==> config.mk <==
export PLATFORM = sky130hd
export DESIGN_NAME = mac_vec
export DESIGN_NICKNAME = d
export VERILOG_FILES = /design/src/rtl/mac_vec.sv
export SDC_FILE = /design/constraint.sdc
export NUM_CORES = 1
export LEC_CHECK = 0
export ABC_CLOCK_PERIOD_IN_PS = 6110
export CELL_PAD_IN_SITES_DETAIL_PLACEMENT = 1
export CELL_PAD_IN_SITES_GLOBAL_PLACEMENT = 2
export CORE_MARGIN = 2
export CORE_UTILIZATION = 41
export CTS_BUF_LIST = sky130_fd_sc_hd__clkbuf_4 sky130_fd_sc_hd__clkbuf_8
export DETAILED_ROUTE_END_ITERATION = 16
export PLACE_DENSITY = 0.8
export SETUP_SLACK_MARGIN = 0.2
export SYNTH_ARGS = -nofsm -noshare
export SYNTH_HDL_FRONTEND = slang
export SYNTH_SLANG_ARGS = --single-unit
==> constraint.sdc <==
create_clock -name clk -period 6.11 [get_ports clk]
set_input_delay 1.222 -clock clk [delete_from_list [all_inputs] [get_ports clk]]
set_output_delay 1.222 -clock clk [all_outputs]
set_load 0.02 [all_outputs]
==> src/rtl/mac_vec.sv <==
// Multi-lane dot-product MAC: LANES operand pairs per beat, LEN beats per result.
// Two-stage pipeline (lane multiply, adder tree + saturating accumulate) with valid/ready handshakes.
module mac_vec #(
    parameter int DATA_W = 8,
    parameter int LANES  = 4,
    parameter int ACC_W  = 20,
    parameter int CNT_W  = 8
) (
    input  logic                      clk,
    input  logic                      r,
    input  logic                      start,
    input  logic [CNT_W-1:0]          len,
    input  logic                      signed_md,
    input  logic                      in_valid,
    output logic                      in_ready,
    input  logic [LANES*DATA_W-1:0]   a,
    input  logic [LANES*DATA_W-1:0]   b,
    output logic                      out_valid,
    input  logic                      out_ready,
    output logic [ACC_W-1:0]          acc,
    output logic                      of,
    output logic                      busy
);

    localparam int PROD_W = 2 * DATA_W;
    localparam int SUM_W  = 2 * DATA_W + $clog2(LANES) + 1;
    localparam int EXT_W  = (SUM_W + 1 > ACC_W + 2) ? SUM_W + 1 : ACC_W + 2;

    localparam logic signed [EXT_W-1:0] UMAX_X = EXT_W'({ACC_W{1'b1}});
    localparam logic signed [EXT_W-1:0] SMAX_X = EXT_W'({1'b0, {(ACC_W-1){1'b1}}});
    localparam logic signed [EXT_W-1:0] SMIN_X = -SMAX_X - EXT_W'(1);

    typedef enum logic [1:0] {IDLE, RUN, FLUSH, DONE} state_t;

    state_t                    state;
    logic [CNT_W-1:0]          remaining;
    logic                      md_q;
    logic                      accept;

    logic signed [PROD_W-1:0]  prod_p0 [LANES];
    logic signed [PROD_W-1:0]  prod_p1 [LANES];
    logic                      vld_p1;
    logic signed [SUM_W-1:0]   sum_p1;
    logic signed [EXT_W-1:0]   tot_p1;
    logic [ACC_W:0]            sat_p1;

    // Operands are extended per mode to the product width; the true product always fits there.
    function automatic logic signed [PROD_W-1:0] mul_lane(input logic [DATA_W-1:0] x,
                                                          input logic [DATA_W-1:0] y,
                                                          input logic md);
        logic signed [PROD_W-1:0] xe;
        logic signed [PROD_W-1:0] ye;
        xe = {{DATA_W{md & x[DATA_W-1]}}, x};
        ye = {{DATA_W{md & y[DATA_W-1]}}, y};
        return xe * ye;
    endfunction

    function automatic logic signed [SUM_W-1:0] ext_prod(input logic signed [PROD_W-1:0] p,
                                                         input logic md);
        return {{(SUM_W-PROD_W){md & p[PROD_W-1]}}, p};
    endfunction

    // Returns {clamped, value}.
    function automatic logic [ACC_W:0] sat_acc(input logic signed [EXT_W-1:0] x,
                                               input logic md);
        if (!md) begin
            if (x > UMAX_X) return {1'b1, {ACC_W{1'b1}}};
        end else begin
            if (x > SMAX_X) return {1'b1, 1'b0, {(ACC_W-1){1'b1}}};
            if (x < SMIN_X) return {1'b1, 1'b1, {(ACC_W-1){1'b0}}};
        end
        return {1'b0, x[ACC_W-1:0]};
    endfunction

    assign in_ready  = (state == RUN);
    assign out_valid = (state == DONE);
    assign busy      = (state != IDLE);
    assign accept    = in_valid & in_ready;

    // Stage 0 -> 1: lane products
    always_comb begin
        for (int i = 0; i < LANES; i++) begin
            prod_p0[i] = mul_lane(a[i*DATA_W +: DATA_W], b[i*DATA_W +: DATA_W], md_q);
        end
    end

    always_ff @(posedge clk) begin
        if (accept) begin
            for (int i = 0; i < LANES; i++) prod_p1[i] <= prod_p0[i];
        end
    end

    // Stage 1 -> 2: adder tree, accumulate, saturate
    always_comb begin
        sum_p1 = '0;
        for (int i = 0; i < LANES; i++) sum_p1 = sum_p1 + ext_prod(prod_p1[i], md_q);
        tot_p1 = $signed({{(EXT_W-ACC_W){md_q & acc[ACC_W-1]}}, acc}) + EXT_W'(sum_p1);
        sat_p1 = sat_acc(tot_p1, md_q);
    end

    always_ff @(posedge clk or posedge r) begin
        if (r) begin
            state     <= IDLE;
            remaining <= '0;
            md_q      <= 1'b0;
            vld_p1    <= 1'b0;
            acc       <= '0;
            of        <= 1'b0;
        end else begin
            vld_p1 <= accept;
            if (vld_p1) begin
                acc <= sat_p1[ACC_W-1:0];
                if (sat_p1[ACC_W]) of <= 1'b1;
            end
            case (state)
                IDLE: begin
                    if (start) begin
                        remaining <= len;
                        md_q      <= signed_md;
                        acc       <= '0;
                        of        <= 1'b0;
                        state     <= (len == '0) ? DONE : RUN;
                    end
                end
                RUN: begin
                    if (accept) begin
                        remaining <= remaining - 1'b1;
                        if (remaining == CNT_W'(1)) state <= FLUSH;
                    end
                end
                FLUSH: state <= DONE;
                DONE: begin
                    if (out_ready) state <= IDLE;
                end
                default: state <= IDLE;
            endcase
        end
    end

endmodule
Yosys cells after proc, flatten, opt, wreduce, memory -nomap -nowiden
Memory sizes are Yosys's and may differ from the RTL's.
Cells that the tools add are included.
{ "totals": {"out_inout_bits": 24, "reg_bits": 33, "ram_bits": 64, "n_memories": 1, "elab_cells": 78, "input_bits": 78} }
{ "classes": {"n_bitwise": 14, "eq_ne": 8, "n_lt_le_gt_ge": 3, "reduce_logical": 7, "add_sub_neg": 5, "n_mux": 30, "n_mul": 4} }
{ "memory_table": {"columns": ["name", "depth", "width", "rd", "rd_clocked_by_memory_dff", "write_ports", "line_no", "source"], "rows": [
  ["prod_p1", 4, 16, 4, 0, 4, "41", "logic signed [PROD_W-1:0] prod_p1 [LANES];"]
]} }
{ "ops": {"columns": ["cell", "n"], "rows": [
  ["2-to-1 mux 21 bit", 6],
  ["multiplier 9 x 9 -> 16 bit", 4],
  ["2-to-1 mux 20 bit", 3],
  ["adder 21 x 19 -> 22 bit", 1],
  ["greater-than comparator 22 x 20 -> 1 bit (second input constant)", 1],
  ["greater-than comparator 22 x 21 -> 1 bit (second input constant)", 1],
  ["< comparator 22 x 20 -> 1 bit (second input constant)", 1],
  ["adder 18 x 17 -> 19 bit", 1],
  ["adder 19 x 17 -> 19 bit", 1],
  ["adder 17 x 17 -> 18 bit", 1],
  ["2-to-1 mux 8 bit", 2],
  ["one-hot mux 8 bit (2 select lines)", 1],
  ["AND 1 bit", 14],
  ["2-to-1 mux 1 bit", 12],
  ["2-to-1 mux 2 bit", 5],
  ["== test 8 x 1 -> 1 bit (second input constant)", 1],
  ["zero test 8 bit", 1],
  ["one-hot mux 2 bit (4 select lines)", 1],
  ["subtractor 8 x 1 -> 8 bit (second input constant)", 1],
  ["inequality test 2 x 1 -> 1 bit (second input constant)", 3],
  ["== test 2 bit (second input constant)", 2],
  ["AND reduction 4 bit", 1],
  ["nonzero test 2 bit", 2],
  ["AND reduction 3 bit", 1],
  ["other kinds (4)", 4]
]} }

Logic depth before layout (Yosys ltp)
Gate-level depths: netlist (run 1).
{ "logic_depth": {"word_depth": 15, "mapped_depth": 22, "mapped_depth_nobuf": 21} }

Worst setup path after synthesis (run 1)
Ideal clock, no wire load.
{ "synth_path": {"path_type": "input-to-reg", "start": "input b[23]", "end": "memory prod_p1[2][15] (netlist name), data pin", "setup_ns": 0.259, "n_path_buf": 1, "t_required_ns": 5.851, "stages": 19, "arrival_ns": 5.666, "setup_slack_ns": 0.184, "cell_sequence": "clkbuf_1 > nand2_1 > or2_2 > fa_1 > fa_1 > inv_1 > fa_1 > fa_1 > fa_1 > ha_1 > inv_1 > nor2_1 > nor2_1 > o21bai_1 > a21oi_1 > o21ai_0 > a21o_1 > a21oi_1 > xnor2_1"} }
{ "synth_rtl": {"columns": ["item", "line_no", "source"], "rows": [
  ["from (decl)", "17", "input logic [LANES*DATA_W-1:0] b,"],
  ["to (decl)", "41", null]
]} }

==> load_flow_metrics.sql, run 1 <==
INSERT INTO impl_metrics (metric_group, metric, value, unit) VALUES
('run_status', 'outcome', 'finished, final reports clean', ''),
('drt', 'drtPass1Iterations', '6', ''),
('final_layout', 'register_area', '2750', 'sq um'),
('timing', 'hold_viol_final', '0', ''),
('worst_hold_path', 'whs_path_depth', '1', ''),
('global_route', 'grt_pass1_wl', '70400', 'um'),
('timing', 'rsz0062_at_grt', 'no', ''),
('floorplan', 'floorplan.rows', '74', ''),
('global_route', 'grt_remaining_overflow', '0', ''),
('final_layout', 'layout.nets', '2533', ''),
('drt', 'drt-initial-drc-count', '435', ''),
('global_route', 'grt_use_total', '20.1', '%'),
('final_layout', 'filler_cell_count', '4688', ''),
('critical_path', 'timing.reg2reg.worst_path_depth', '19', ''),
('clock_tree', 'tritoncts.num_buffers', '9', ''),
('floorplan', 'die_w', '208', 'um'),
('global_route', 'grt_max_degree', '39', ''),
('timing', 'timing.final.crit_share', '93.5', '%'),
('synth', 'syn_inst', '1787', ''),
('drt', 'viasPerCell', '4.83', ''),
('clock_tree', 'tritoncts', 'done', ''),
('placement', 'hpwlAfterDp', '36300', 'um'),
('synth', 'post-synth-top-area-fraction', '36.7', '%'),
('global_route', 'grt_util_met3', '1.36', '%'),
('drt', 'totalWireLength', '41200', 'um'),
('drt', 'drcViolationCount', '0', ''),
('placement', 'place.gp.congestion', '0.859', ''),
('final_layout', 'layout_common_cells', 'sky130_fd_sc_hd__inv_1, sky130_fd_sc_hd__fa_1, sky130_fd_sc_hd__nand2_1', ''),
('global_route', 'use_met2', '35.4', '%'),
('drt', 'dr_total_vias', '12200', ''),
('floorplan', 'die_area', '43500', 'sq um'),
('timing', 'finalCriticalPeriod', '5720', 'ps'),
('worst_hold_path', 'end_of_the_worst_hold_path', 'of', ''),
('final_layout', 'post_route_cells_drive_above_1_share', '10.7', '%'),
('floorplan', 'effective_utilization_at_floorplan', '41.8', '%'),
('critical_path', 'setup.worst_path.class', 'in2reg', ''),
('final_layout', 'area_growth_syn_to_layout', '16.1', '%'),
('critical_path', 'endpoint_kind', 'register', ''),
('synth', 'yosys_most_used_dff', 'sky130_fd_sc_hd__edfxtp_1', ''),
('final_layout', 'antennaDiodeCount', '0', ''),
('clock_tree', 'clock_latency_of_the_later_clocked_register_in_the_worst_skew_pair', '400', 'ps'),
('timing', 'fin_worst_skew', '19.3', 'ps'),
('drt', 'routedWlPerCell', '16.4', 'um'),
('critical_path', 'worst_setup_path_startpoint', 'b[31]', ''),
('synth', 'synthTopCellsByArea', 'sky130_fd_sc_hd__fa_1, sky130_fd_sc_hd__ha_1, sky130_fd_sc_hd__edfxtp_1', ''),
('final_layout', 'multi_input_area', '12500', 'sq um'),
('clock_tree', 'cts_buffer_depth', '2', ''),
('synth', 'synth.avg_cell_area', '9.59', 'sq um'),
('placement', 'place_worst_setup_slack', '-216', 'ps'),
('clock_tree', 'clock_sinks', '97', ''),
('synth', 'seq_area_frac_synth', '16.0', '%'),
('critical_path', 'worstReg2RegStart', 'md_q', ''),
('clock_tree', 'cts_root_buffer', 'sky130_fd_sc_hd__clkbuf_8', ''),
('global_route', 'grt_pass1_vias', '13800', ''),
('worst_hold_path', 'holdCritPathClass', 'reg2reg', ''),
('synth', 'synth_fp_nets', '2340', ''),
('global_route', 'globalRoute.busiestLayer', 'met2', ''),
('synth', 'synth_edf_count', '64', ''),
('critical_path', 'worst_ep_required_time', '6250', 'ps'),
('clock_tree', 'post_cts_hold_buffer_count', '0', ''),
('synth', 'synthDominantAreaCellType', 'sky130_fd_sc_hd__fa_1', ''),
('critical_path', 'r2r_slack', '650', 'ps'),
('synth', 'async_reset_ff_share', '34.0', '%'),
('critical_path', 'timing.critical_path.fanout_max', '2', ''),
('clock_tree', 'max_h_tree_level', '3', ''),
('floorplan', 'top_level_ports', '102', ''),
('floorplan', 'die-height', '208', 'um'),
('placement', 'port_buffers', '101', ''),
('timing', 'max_slew_margin_vs_limit', '24.1', '%'),
('synth', 'synthDistinctLibCells', '55', ''),
('timing', 'setup_slack', '394', 'ps');
final cells by class:
class | count | area share (%)
clock buffer | 9 | 0.622
clock inverter | 7 | 0.346
inverter | 454 | 8.56
multi-input combinational | 1185 | 63.0
sequential | 97 | 13.8
tap | 532 | 3.34
timing repair buffer | 233 | 10.3
logic make-up after synthesis:
family	after synthesis	share of synthesized area (%)
AOI/OAI and AO/OA	190	7.12
xor gates and xnor gates	92	4.70
adders and majority gates	475	48.4
buffers and inverters	505	11.2
DFF	97	16.0
muxes	3	0.190
and+or+nand+nor	425	12.3
layer usage:
| metal | vias up | share of wire, % |
|---|---|---|
| li1 | 5780 | - |
| met1 | 6258 | 47 |
| met2 | 105 | 50 |
| met3 | 21 | 2.1 |
| met4 | 0 | 0.61 |
| met5 | - | 0 |
worst max-delay path: stages:
cell and delay [ps]:
sky130_fd_sc_hd__clkdlybuf4s50_1 490, sky130_fd_sc_hd__nand2_2 80, sky130_fd_sc_hd__or2_2 290, sky130_fd_sc_hd__fa_1 510, sky130_fd_sc_hd__fa_1 500, sky130_fd_sc_hd__inv_1 50, sky130_fd_sc_hd__fa_1 450, sky130_fd_sc_hd__fa_1 490
sky130_fd_sc_hd__fa_1 540, sky130_fd_sc_hd__ha_4 210, sky130_fd_sc_hd__inv_1 60, sky130_fd_sc_hd__nor2_1 40, sky130_fd_sc_hd__nor2_1 140, sky130_fd_sc_hd__o21bai_1 90, sky130_fd_sc_hd__a21oi_2 180, sky130_fd_sc_hd__o21ai_2 90
sky130_fd_sc_hd__a21o_1 190, sky130_fd_sc_hd__a21oi_2 140, sky130_fd_sc_hd__xnor2_1 80
worst max-delay path by stage:
stage | to | cells past startpoint
floorplan | prod_p1[1][15] | 19
global placement | prod_p1[0][15] | 21
detailed placement | prod_p1[2][15] | 19
CTS | prod_p1[3][15] | 21
global route | prod_p1[3][15] | 21
finish | prod_p1[3][15] | 19
Yosys cell counts (5+ instances only):
| cell type | n |
|---|---|
| sky130_fd_sc_hd__inv_1 | 454 |
| sky130_fd_sc_hd__fa_1 | 314 |
| sky130_fd_sc_hd__nand2_1 | 177 |
| sky130_fd_sc_hd__ha_1 | 161 |
| sky130_fd_sc_hd__and2_1 | 127 |
| sky130_fd_sc_hd__xnor2_1 | 69 |
| sky130_fd_sc_hd__a21oi_1 | 64 |
| sky130_fd_sc_hd__edfxtp_1 | 64 |
| sky130_fd_sc_hd__clkbuf_1 | 47 |
| sky130_fd_sc_hd__o21ai_0 | 44 |
| sky130_fd_sc_hd__dfrtp_1 | 33 |
| sky130_fd_sc_hd__nor2_1 | 32 |
| sky130_fd_sc_hd__or2_2 | 28 |
| sky130_fd_sc_hd__xor2_1 | 23 |
| sky130_fd_sc_hd__nand3_1 | 19 |
| sky130_fd_sc_hd__o21bai_1 | 18 |
| sky130_fd_sc_hd__and3_1 | 16 |
| sky130_fd_sc_hd__a21o_1 | 15 |
| sky130_fd_sc_hd__a21oi_2 | 10 |
| sky130_fd_sc_hd__a211oi_1 | 7 |
| sky130_fd_sc_hd__nor3_1 | 7 |
| sky130_fd_sc_hd__o211ai_1 | 5 |
| sky130_fd_sc_hd__o21a_1 | 5 |
through the flow:
step           std cells  util, %  cell area, sq um  hold slack, ps  setup TNS [ps]
2_1_floorplan       1787        -             17200             504               0
4_1_cts             2515     48.2             19800             538               0
3_5_place_dp        2499     47.8             19600             512            -975
6_report            2517     48.5             19900             534               0
5_1_grt             2517     48.5             19900             593               0
3_3_place_gp        2499     47.8             19600             505            -279
timing repair:
| item | in CTS | in global routing |
|---|---|---|
| pin swaps | 0 | 16 |
| setup buffers | 0 | 2 |
| setup endpoints to repair | 1 | 10 |
| resized for setup | 1 | 36 |
registers in the layout (all words and copies together), names as in the netlist:
name and cells:
prod_p1 64, acc 20, remaining 8, state 2, md_q 1, of 1, vld_p1 1
Power of run 1 is left out: the tool's default activity adds up to more than one toggle a clock period on the data nets, which glitch-free logic cannot reach.
==> run 2: changes to the inputs <==
- GPL_TIMING_DRIVEN: unset -> 0
==> run 2 against run 1 <==
Critical path depth down 1. First-iteration DRC count grew 4.8%. Non-clock buffer count shrank 109. Register-to-register slack got worse by 160 ps.
==> load_flow_metrics.sql, run 2 (same netlist as run 1, synthesis figures left out) <==
INSERT INTO impl_metrics (metric_group, metric, value, unit) VALUES
('final_layout', 'filler_cell_count', '4717', ''),
('timing', 'hold_viol_final', '0', ''),
('worst_hold_path', 'holdCritPathClass', 'reg2reg', ''),
('timing', 'setup_slack', '383', 'ps'),
('final_layout', 'post_route_cells_drive_above_1_share', '6.82', '%'),
('timing', 'highest_clock_frequency_the_design_can_meet', '0.175', 'GHz'),
('final_layout', 'layout.nets', '2424', ''),
('final_layout', 'area_growth_syn_to_layout', '10.2', '%'),
('final_layout', 'post_layout_instance_area', '18900', 'sq um'),
('drt', 'drtPass1Iterations', '5', ''),
('clock_tree', 'tritoncts', 'done', ''),
('final_layout', 'antennaDiodeCount', '0', ''),
('final_layout', 'regMostFlops', 'prod_p1', ''),
('drt', 'drcViolationCount', '0', ''),
('global_route', 'grt_use_total', '20.1', '%'),
('timing', 'final-setup-viol-count', '0', ''),
('clock_tree', 'tritoncts.num_buffers', '9', ''),
('critical_path', 'timing.critical_path.fanout_max', '9', ''),
('final_layout', 'max_reg_flops', '64', ''),
('floorplan', 'die_area', '43500', 'sq um'),
('global_route', 'grt_antenna_before_repair', '0', ''),
('floorplan', 'die_w', '208', 'um'),
('clock_tree', 'max_h_tree_level', '3', ''),
('timing', 'transition_time_of_the_tightest_slew_check_pin', '872', 'ps'),
('drt', 'routedWlPerCell', '17.1', 'um'),
('timing', 'fin_worst_skew', '23.2', 'ps'),
('global_route', 'grt_pass1_wl', '69700', 'um'),
('placement', 'port_buffers', '69', ''),
('global_route', 'grt_pass1_vias', '13600', ''),
('timing', 'rsz0062_at_grt', 'yes', ''),
('floorplan', 'die-height', '208', 'um'),
('clock_tree', 'post_cts_hold_buffer_count', '0', ''),
('floorplan', 'floorplan.rows', '74', ''),
('drt', 'totalWireLength', '41100', 'um'),
('floorplan', 'top_level_ports', '102', ''),
('placement', 'placement.cell_area', '18500', 'sq um'),
('drt', 'viasPerCell', '4.91', ''),
('critical_path', 'worst_ep_required_time', '6270', 'ps'),
('clock_tree', 'clock_latency_of_the_later_clocked_register_in_the_worst_skew_pair', '400', 'ps'),
('placement', 'hpwlAfterDp', '35100', 'um'),
('clock_tree', 'cts_buffer_depth', '2', ''),
('timing', 'hold-worst-slack', '527', 'ps'),
('floorplan', 'core', '41000', 'sq um'),
('critical_path', 'setup.worst_path.class', 'in2reg', ''),
('final_layout', 'leading_registers_by_flop_count', 'prod_p1 x64, acc x20, remaining x8', ''),
('drt', 'dr_total_vias', '11800', ''),
('timing', 'max_slew_margin_vs_limit', '41.9', '%'),
('clock_tree', 'clock_sinks', '97', ''),
('clock_tree', 'cts_root_buffer', 'sky130_fd_sc_hd__clkbuf_8', ''),
('run_status', 'outcome', 'finished, final reports clean', ''),
('final_layout', 'layout_common_cells', 'sky130_fd_sc_hd__inv_1, sky130_fd_sc_hd__fa_1, sky130_fd_sc_hd__nand2_1', ''),
('critical_path', 'arrival', '5890', 'ps'),
('timing', 'fin_max_slew_vios', '0', ''),
('drt', 'drt-initial-drc-count', '456', ''),
('final_layout', 'layout_commonest_cell', 'sky130_fd_sc_hd__inv_1', ''),
('critical_path', 'endpoint_kind', 'register', ''),
('global_route', 'grt_max_degree', '66', ''),
('critical_path', 'r2r_slack', '490', 'ps'),
('timing', 'finalCriticalPeriod', '5730', 'ps'),
('placement', 'place.gp.congestion', '0.842', ''),
('drt', 'antenna_left', '0', ''),
('floorplan', 'effective_utilization_at_floorplan', '41.8', '%'),
('global_route', 'grt_remaining_overflow', '0', ''),
('timing', 'timing.final.crit_share', '93.7', '%'),
('flow_run', 'max_cap_violations', '0', ''),
('clock_tree', 'clkSlewWorstSetupHoldPaths', '120', 'ps'),
('placement', 'place_worst_setup_slack', '-1320', 'ps'),
('critical_path', 'worst_setup_path_start_kind', 'primary input', '');
## run 2: cell types whose count changed in the layout (fill, tap and decap cells not counted), sizes merged
cell / before / now
buf: 132 / 12
clkbuf: 9 / 59
clkdlybuf4s15: 0 / 7
clkdlybuf4s50: 86 / 38
clkinv: 2 / 3
clkinvlp: 1 / 0
dlygate4sd2: 1 / 13
dlymetal6s2s: 14 / 4
## run 2: final cells by class
class	count	area [sq um]	area share, %
clock buffers	9	124	0.656
repair buffers	73	706	3.74
flip-flops and latches	97	2750	14.5
clock inverters	7	96.3	0.510
plain buffers	51	313	1.66
multi-input cells	1185	12500	66.3
well taps	532	666	3.52
inverters	454	1700	9.02
## run 2: per-layer routing
layer | up-vias | global-route usage [%] | part of all wire [%]
li1 | 5567 | - | -
met1 | 6103 | 27.8 | 47
met2 | 122 | 34.9 | 50
met3 | 26 | 1.39 | 1.8
met4 | 0 | 3.80 | 1.3
met5 | - | 0 | 0
## run 2: path summary, 6_finish.rpt
check                      depth (start not counted)        endpoint  from
hold reg to reg                                    1              of    of
setup / recovery                                  18  prod_p1[1][15]  a[9]
hold / removal                                     1              of    of
min in group asynchronous                          2        state[1]     r
setup reg to reg                                  22         acc[14]  md_q
max in group asynchronous                          3          acc[9]     r
## run 2: timing repair
item / in CTS / in global routing
endpoints found under the setup margin: 50 / 26
cloned: 0 / 0
buffers inserted: 0 / 3
gates resized for setup: 67 / 71
pin swaps: 0 / 4
## run 2: critical path, stage by stage
cell and delay (ps):
sky130_fd_sc_hd__clkdlybuf4s50_1 680, sky130_fd_sc_hd__nand2_1 130, sky130_fd_sc_hd__fa_1 500, sky130_fd_sc_hd__fa_1 490, sky130_fd_sc_hd__inv_1 50, sky130_fd_sc_hd__fa_1 500
sky130_fd_sc_hd__fa_1 440, sky130_fd_sc_hd__fa_1 470, sky130_fd_sc_hd__ha_1 320, sky130_fd_sc_hd__inv_1 80, sky130_fd_sc_hd__nor2_1 50, sky130_fd_sc_hd__nor2_2 120
sky130_fd_sc_hd__o21bai_1 100, sky130_fd_sc_hd__a21oi_2 160, sky130_fd_sc_hd__o21ai_1 120, sky130_fd_sc_hd__a21o_1 190, sky130_fd_sc_hd__a21oi_1 160, sky130_fd_sc_hd__xnor2_1 110
## run 2: stage by stage
step                      util (%)  instances  setup TNS [ps]
after floorplan                  -       1787               0
after global placement        45.1       2388          -35000
after detailed placement      45.2       2389          -40640
after CTS                     45.9       2405               0
after global routing          46.0       2408               0
final                         46.0       2408               0
Power of run 2 is left out for the same reason.
